==> src/rtl/servo_pkg.sv <==
// Shared types and helpers for the multi-channel servo ramp generator.
package servo_pkg;

  localparam int POS_W = 32;

  typedef enum logic [2:0] {
    S_MAN,
    S_RISE,
    S_DWELL_HI,
    S_FALL,
    S_DWELL_LO
  } servo_state_t;

  function automatic logic [POS_W-1:0] clamp(input logic [POS_W-1:0] v,
                                             input logic [POS_W-1:0] lo,
                                             input logic [POS_W-1:0] hi);
    if (v < lo) return lo;
    else if (v > hi) return hi;
    else return v;
  endfunction

endpackage

==> src/rtl/servo_multi_ramp_if.sv <==
// Host-side target write bus for servo_multi_ramp.
interface servo_multi_ramp_if;
  import servo_pkg::*;

  logic             tgt_wr;
  logic [3:0]       tgt_ch;
  logic [POS_W-1:0] tgt_pos;

  modport master (output tgt_wr, tgt_ch, tgt_pos);
  modport slave  (input  tgt_wr, tgt_ch, tgt_pos);
endinterface

==> src/rtl/servo_ramp_ch.sv <==
// One servo channel: target/current/latched width, slew-limited ramp, PWM compare.
module servo_ramp_ch
  import servo_pkg::*;
#(
  parameter int DUTY_MIN = 25_000,
  parameter int STEP     = 250
) (
  input  logic             clk,
  input  logic             rst_n,
  input  logic             tick,
  input  logic             wrap,
  input  logic [POS_W-1:0] phase,
  input  logic             wr_en,
  input  logic [POS_W-1:0] wr_val,
  input  logic             load_en,
  input  logic [POS_W-1:0] load_val,
  input  logic             freeze,
  output logic             servo_out,
  output logic             busy
);

  localparam logic signed [POS_W:0] STEP_S = (POS_W+1)'(STEP);
  localparam logic [POS_W-1:0]      STEP_U = POS_W'(STEP);
  localparam logic [POS_W-1:0]      DMIN_U = POS_W'(DUTY_MIN);

  logic [POS_W-1:0] tgt;
  logic [POS_W-1:0] cur;
  logic [POS_W-1:0] pos_q;

  function automatic logic [POS_W-1:0] ramp_step(input logic [POS_W-1:0] c,
                                                 input logic [POS_W-1:0] t);
    logic signed [POS_W:0] d;
    d = $signed({1'b0, t}) - $signed({1'b0, c});
    if (d > STEP_S) return c + STEP_U;
    else if (d < -STEP_S) return c - STEP_U;
    else return t;
  endfunction

  assign busy = (cur != tgt);

  always_ff @(posedge clk or negedge rst_n) begin
    if (!rst_n) begin
      tgt       <= DMIN_U;
      cur       <= DMIN_U;
      pos_q     <= DMIN_U;
      servo_out <= 1'b0;
    end else begin
      servo_out <= (phase < pos_q);
      if (wrap) pos_q <= cur;
      // A freeze retargets to the present position, so the step that frame is a no-op.
      if (tick && !freeze) cur <= ramp_step(cur, tgt);
      if (freeze) tgt <= cur;
      else if (load_en) tgt <= load_val;
      else if (wr_en) tgt <= wr_val;
    end
  end

endmodule

==> src/rtl/servo_multi_ramp.sv <==
// N_CH slew-limited hobby-servo PWM outputs on a shared frame, with manual targets or auto sweep.
// Optional build macro SERVO_STAGGER_EN phase-shifts each channel's pulse across the frame.
module servo_multi_ramp
  import servo_pkg::*;
#(
  parameter int CLK_FREQ     = 25_000_000,
  parameter int PERIOD       = 500_000,
  parameter int N_CH         = 4,
  parameter int DUTY_MIN     = PERIOD / 20,
  parameter int DUTY_MAX     = PERIOD / 10,
  parameter int STEP         = 250,
  parameter int DWELL_FRAMES = 250
) (
  input  logic               clk,
  input  logic               rst_n,
  input  logic               mode_auto,
  servo_multi_ramp_if.slave  host,
  output logic [N_CH-1:0]    servo_out,
  output logic [N_CH-1:0]    busy,
  output logic               frame_tick
);

  if (!(CLK_FREQ > 0 && DUTY_MIN < DUTY_MAX && DUTY_MAX < PERIOD && STEP >= 1 &&
        N_CH >= 1 && N_CH <= 16 && DWELL_FRAMES >= 1)) begin : g_bad_params
    $error("servo_multi_ramp: illegal parameter combination");
  end

  localparam logic [POS_W-1:0] LAST       = POS_W'(PERIOD - 1);
  localparam logic [POS_W-1:0] DMIN_U     = POS_W'(DUTY_MIN);
  localparam logic [POS_W-1:0] DMAX_U     = POS_W'(DUTY_MAX);
  localparam logic [POS_W-1:0] DWELL_LAST = POS_W'(DWELL_FRAMES - 1);

  logic [POS_W-1:0] frame_cnt;
  logic [POS_W-1:0] cnt_next;

  assign cnt_next = (frame_cnt == LAST) ? '0 : frame_cnt + POS_W'(1);

  // frame_tick is registered from the next count so it lines up with frame_cnt == PERIOD-1.
  always_ff @(posedge clk or negedge rst_n) begin
    if (!rst_n) begin
      frame_cnt  <= '0;
      frame_tick <= 1'b0;
    end else begin
      frame_cnt  <= cnt_next;
      frame_tick <= (cnt_next == LAST);
    end
  end

  servo_state_t     state;
  logic [POS_W-1:0] dwell_cnt;
  logic             load_en;
  logic [POS_W-1:0] load_val;
  logic             freeze;
  logic             all_idle;
  logic             dwell_done;
  logic             leave_auto;

  assign all_idle   = ~|busy;
  assign dwell_done = (dwell_cnt == DWELL_LAST);
  assign leave_auto = (state != S_MAN) && !mode_auto;

  always_comb begin
    load_en  = 1'b0;
    load_val = DMIN_U;
    freeze   = 1'b0;
    if (frame_tick) begin
      if (leave_auto) begin
        freeze = 1'b1;
      end else begin
        case (state)
          S_MAN:      if (mode_auto) begin load_en = 1'b1; load_val = DMAX_U; end
          S_DWELL_HI: if (dwell_done) begin load_en = 1'b1; load_val = DMIN_U; end
          S_DWELL_LO: if (dwell_done) begin load_en = 1'b1; load_val = DMAX_U; end
          default:    ;
        endcase
      end
    end
  end

  always_ff @(posedge clk or negedge rst_n) begin
    if (!rst_n) begin
      state     <= S_MAN;
      dwell_cnt <= '0;
    end else if (frame_tick) begin
      if (leave_auto) begin
        state <= S_MAN;
      end else begin
        case (state)
          S_MAN:      if (mode_auto) state <= S_RISE;
          S_RISE:     if (all_idle) begin state <= S_DWELL_HI; dwell_cnt <= '0; end
          S_DWELL_HI: if (dwell_done) state <= S_FALL;
                      else dwell_cnt <= dwell_cnt + POS_W'(1);
          S_FALL:     if (all_idle) begin state <= S_DWELL_LO; dwell_cnt <= '0; end
          S_DWELL_LO: if (dwell_done) state <= S_RISE;
                      else dwell_cnt <= dwell_cnt + POS_W'(1);
          default:    state <= S_MAN;
        endcase
      end
    end
  end

  logic [POS_W-1:0] wr_val;
  assign wr_val = clamp(host.tgt_pos, DMIN_U, DMAX_U);

  for (genvar i = 0; i < N_CH; i++) begin : g_ch
    logic [POS_W-1:0] phase;
    logic             wrap;
    logic             wr_en;

    // Out-of-range channel indices never match, so they are silently dropped.
    assign wr_en = host.tgt_wr && (state == S_MAN) && (host.tgt_ch == 4'(i));

`ifdef SERVO_STAGGER_EN
    localparam logic [POS_W:0] OFF = (POS_W+1)'(i * (PERIOD / N_CH));
    logic [POS_W:0] sum;
    assign sum   = {1'b0, frame_cnt} + OFF;
    assign phase = (sum >= (POS_W+1)'(PERIOD)) ? POS_W'(sum - (POS_W+1)'(PERIOD))
                                               : POS_W'(sum);
    assign wrap  = (phase == LAST);
`else
    assign phase = frame_cnt;
    assign wrap  = frame_tick;
`endif

    servo_ramp_ch #(
      .DUTY_MIN (DUTY_MIN),
      .STEP     (STEP)
    ) u_ch (
      .clk       (clk),
      .rst_n     (rst_n),
      .tick      (frame_tick),
      .wrap      (wrap),
      .phase     (phase),
      .wr_en     (wr_en),
      .wr_val    (wr_val),
      .load_en   (load_en),
      .load_val  (load_val),
      .freeze    (freeze),
      .servo_out (servo_out[i]),
      .busy      (busy[i])
    );
  end

endmodule

==> src/flat_wrapper.sv <==
// flat-port wrapper written by rule: the top's interface ports become plain ports
module servo_multi_ramp_flat import servo_pkg::*;
#(
  parameter int CLK_FREQ     = 25_000_000,
  parameter int PERIOD       = 500_000,
  parameter int N_CH         = 4,
  parameter int DUTY_MIN     = PERIOD / 20,
  parameter int DUTY_MAX     = PERIOD / 10,
  parameter int STEP         = 250,
  parameter int DWELL_FRAMES = 250
)
  (clk, rst_n, mode_auto, servo_out, busy, frame_tick, host_tgt_wr, host_tgt_ch, host_tgt_pos);
  servo_multi_ramp_if host_i ();
  input  logic clk;
  input  logic rst_n;
  input  logic mode_auto;
  output logic [N_CH-1:0] servo_out;
  output logic [N_CH-1:0] busy;
  output logic frame_tick;
  input wire logic [$bits(host_i.tgt_wr)-1:0] host_tgt_wr;
  input wire logic [$bits(host_i.tgt_ch)-1:0] host_tgt_ch;
  input wire logic [$bits(host_i.tgt_pos)-1:0] host_tgt_pos;
  assign host_i.tgt_wr = host_tgt_wr;
  assign host_i.tgt_ch = host_tgt_ch;
  assign host_i.tgt_pos = host_tgt_pos;
  servo_multi_ramp #(.CLK_FREQ(CLK_FREQ), .PERIOD(PERIOD), .N_CH(N_CH), .DUTY_MIN(DUTY_MIN), .DUTY_MAX(DUTY_MAX), .STEP(STEP), .DWELL_FRAMES(DWELL_FRAMES)) u_core (.clk(clk), .rst_n(rst_n), .mode_auto(mode_auto), .host(host_i), .servo_out(servo_out), .busy(busy), .frame_tick(frame_tick));
endmodule
==> config.mk <==
export PLATFORM = sky130hd
export DESIGN_NAME = servo_multi_ramp_flat
export DESIGN_NICKNAME = d
export VERILOG_FILES = /design/src/rtl/servo_pkg.sv /design/src/rtl/servo_multi_ramp_if.sv /design/src/rtl/servo_ramp_ch.sv /design/src/rtl/servo_multi_ramp.sv /design/src/flat_wrapper.sv
export SDC_FILE = /design/constraint.sdc
export NUM_CORES = 2
export LEC_CHECK = 0
export ABC_CLOCK_PERIOD_IN_PS = 7500
export CORE_ASPECT_RATIO = 0.6
export CORE_MARGIN = 5
export CORE_UTILIZATION = 56
export DETAILED_ROUTE_END_ITERATION = 8
export DONT_BUFFER_PORTS = 1
export PLACE_DENSITY_LB_ADDON = 0.05
export SETUP_SLACK_MARGIN = 0.1
export SYNTH_ARGS = -nofsm -noshare
export SYNTH_HDL_FRONTEND = slang
export SYNTH_SLANG_ARGS = --single-unit
==> constraint.sdc <==
create_clock -name clk -period 7.5 [get_ports clk]
set_clock_uncertainty 0.2 [all_clocks]
set_input_delay 0 -clock clk [delete_from_list [all_inputs] [get_ports clk]]
set_output_delay 0 -clock clk [all_outputs]
set_load 0.005 [all_outputs]
==> out/results.md <==
Hold path
• in2async — path type of the worst min-delay path

Synth
• 102 — synth unique cells
• dfrtp_1 — Post-synth top flop
• 100% — share of flip-flops with an asynchronous set or reset
• 0.0383 mm² — area of the mapped netlist
• 30.0% — sequential fraction of the synthesis area
• 5,238 — net count of the mapped netlist
• 4,931 — Post-Syn Instances
• 0 — Yosys warnings
• 0 — number of enable flip-flop cells after synthesis
• 456 — number of register bits inferred by synthesis
• 7.76 µm² — synthesized area divided by synthesized cell count

Setup path
• 15 — Register-to-Register Path Depth
• flip-flop — startpoint types
• inv_1 -> ha_1 -> nand2_1 -> o21ai_0 -> o21ai_0 -> nand2_1 -> xor2_1 -> or4b_1 -> or4_4 -> nor4_4 -> nor2_2 -> buf_4 -> nor3_2 -> buf_4 -> mux2_2 — critical path, cell by cell
• nor4_4 — crit path max-delay cell type
• reg2reg — Worst Path Class, Setup
• 6.26 ns — CP Data Arrival Time
• flip-flop — Worst setup EP type
• 0.83 ns — stage delay of the slowest cell on the critical path
• 7.81 ns — WP data required
• 18 — maximum fanout along the worst path

Outcome
• finished with violations — outcome
• hold timing — violations in the final reports

Placed design
• 0 — quantity of I/O buffers inserted on ports
• 93,300 µm — total half-perimeter wirelength after legalization and detailed placement
• 5,571 — Placed Cells incl. Taps
• 0.998 — Final GP Congestion

GRT
• 0 — overflow left after global routing
• 3 — number of antenna violations at the first check in global routing
• 34,322 — number of global-route vias before repair
• 199,000 µm — first-pass GRT wire length
• 33.3% — Total GRT Usage
• 457 — pin count of the biggest net entering global routing

STA
• 456 — final hold violation count
• 168 MHz — maximum frequency from static timing analysis
• 79.4% — ratio of final minimum period to clock period
• -1.13 ns — final-layout worst hold slack
• 14.4% — remaining max-slew budget at the tightest pin
• 1.27 ns — transition time at the pin with the least slew margin
• 0 — Pins Over Slew Limit
• 0 — final setup violation count
• false — unrepaired setup endpoints after global routing
• 0 ns — TNS Setup
• 5.96 ns — Period minus WS final

Die
• 56.4% — Initial Utilization
• 74 — number of cell rows
• 213 µm — floorplan die height
• 0.0679 mm² — placeable core region
• 49 — count of boundary I/O pins
• 0.0739 mm² — floorplan die area
• 348 µm — Die Width

Detailed routing
• 38,030 — number of vias in the routed layout
• 6.68 — via count normalized by instance count
• 0 — DRC violations left
• 127,000 µm — routed wire length
• 0 — remaining number of nets flagged by the antenna check after routing
• 22.3 µm — average wire per cell in the routed design
• 4,741 — initial drt markers
• 6 — total iterations of the first detailed-routing run

Clock network
• 46 — clock buffer count from CTS
• 456 — clock net sink count
• 2 — depth of the CTS H-tree
• 31 — count of hold buffers inserted by post-cts repair
• 0.62 ns — clk_lat worst skew
• done — CTS tree
• 3 — CTS Buffer Depth
• 0.07 ns — Clock Pin Slew Worst Setup and Hold Paths
• clkbuf_16 — Root Driver

Power and ir drop
• 16.8 nW — static leakage
• 0.158 mV — peak supply drop
• 142 mW/mm² — Power Density

Layout
• 0.0245 mm² — multi-input logic area
• 0.0115 mm² — sequential cell area in the final layout
• 5,045 — Layout Nets
• 6.14% — area growth from synthesis to final layout
• 6,172 — Fill cells
• 5,690 — non-filler cells in the finished layout
• 6.20% — proportion of layout cells with a drive suffix above 1

Flow run
• 0 — # Max-Cap Violations

## through the flow
stage	hold slack [ns]	setup slack, ns	util (%)	power (mW)	area, µm²
finish	-1.13	1.54	59.9	5.76	40600
global placement	-0.485	1.71	57.0	3.21	38700
floorplan	-0.496	2.65	-	3.05	38300
detailed placement	-0.483	1.76	57.0	3.21	38700
CTS	-1.15	1.73	59.9	5.77	40600
global route	-1.15	1.26	59.9	5.96	40600
## metal layers
metal	vias to the layer above	global-route usage (%)	part of all wire (%)
li1	17789	-	-
met1	18082	53.3	48
met2	1975	43.5	38
met3	176	9.45	12
met4	8	6.84	1.9
met5	-	1.08	0.11
## logic make-up (layout without fill, tap and decap cells)
| kind of cell | Yosys count | count (layout) | synth area share [%] |
|---|---|---|---|
| AO/OA/AOI/OAI | 1582 | 1582 | 26.7 |
| XOR/XNOR | 161 | 161 | 3.68 |
| adder cells (fa/ha/maj) | 268 | 268 | 8.83 |
| buffers and inverters | 636 | 480 | 6.41 |
| flip-flops | 456 | 456 | 30.0 |
| multiplexers | 35 | 35 | 0.990 |
| other | 0 | 3 | 0 |
| AND/OR/NAND/NOR | 1793 | 1793 | 23.4 |
## Yosys cell counts, types with 72 or more instances
master	instances	area, µm²
ha_1	263	3290
inv_1	307	1150
a21oi_1	361	1810
a21o_1	105	788
nor4_1	72	450
nor3_1	159	796
clkbuf_1	272	1020
nand2_1	541	2030
dfstp_2	72	1890
nor2_1	293	1100
nand4_1	142	888
o21ai_0	470	2350
nand3_1	197	986
dfrtp_1	384	9610
xnor2_1	106	928
## cells in the final DEF, fill, tap and decap left out, types with 57 or more instances in the layout
cell type,Yosys,layout
nand2_1,541,540
o21ai_0,470,470
dfrtp_1,384,383
a21oi_1,361,359
inv_1,307,307
nor2_1,293,292
ha_1,263,263
nand3_1,197,197
nor3_1,159,159
nand4_1,142,142
xnor2_1,106,106
a21o_1,105,105
dfstp_2,72,72
nor4_1,72,71
and3_1,68,68
a211oi_1,68,66
or3_1,57,57
## worst max-delay path, delay by kind of cell, from the launching register on
family                   cells  cell delay (ns)
AND/OR/NAND/NOR              7             2.38
AO/OA/AOI/OAI                2             0.73
buffers and inverters        3             0.67
flip-flops                   1             0.58
adder cells (fa/ha/maj)      1             0.52
XOR/XNOR                     1             0.39
multiplexers                 1             0.36
## layout make-up
class / instances / area share, %
clock inverter: 25 / 0.779
sequential: 456 / 28.3
clock buffer: 60 / 3.21
inverter: 316 / 2.92
antenna: 3 / 0.0185
timing repair buffer: 79 / 1.71
tap: 912 / 2.81
multi-input combinational: 3839 / 60.2
## state kept, by name, summed over array words and instances, names as in the netlist
signal / flops
u_core.dwell_cnt: 32
u_core.frame_cnt: 32
u_core.frame_tick: 1
u_core.g_ch.u_ch.cur: 128
u_core.g_ch.u_ch.pos_q: 128
u_core.g_ch.u_ch.servo_out: 4
u_core.g_ch.u_ch.tgt: 128
u_core.state: 3
## path summary, 6_finish.rpt
path	from	endpoint	slack, ns
worst max-delay path	u_core.g_ch[0].u_ch.cur[6]	u_core.g_ch[0].u_ch.cur[0]	1.54
worst min-delay path	rst_n	u_core.g_ch[1].u_ch.tgt[27]	-1.13
worst max register to register	u_core.g_ch[0].u_ch.cur[6]	u_core.g_ch[0].u_ch.cur[0]	1.54
worst min register to register	u_core.g_ch[0].u_ch.pos_q[13]	u_core.g_ch[0].u_ch.pos_q[13]	0.29
max in group asynchronous	rst_n	u_core.frame_tick	7.28
min in group clk	host_tgt_wr	u_core.g_ch[1].u_ch.tgt[13]	0.06
## where the power goes
part	internal (mW)	switching, mW
sequential	2.51	0.0434
combinational	0.246	0.414
clock	1.45	1.10
total	4.20	1.56
## timing repair
| item | CTS | global route |
|---|---|---|
| endpoints found under the hold margin | 623 | 456 |
| gates resized for setup | 0 | 0 |
| setup buffers | 0 | 0 |
Power figures use the tool's default switching activity.
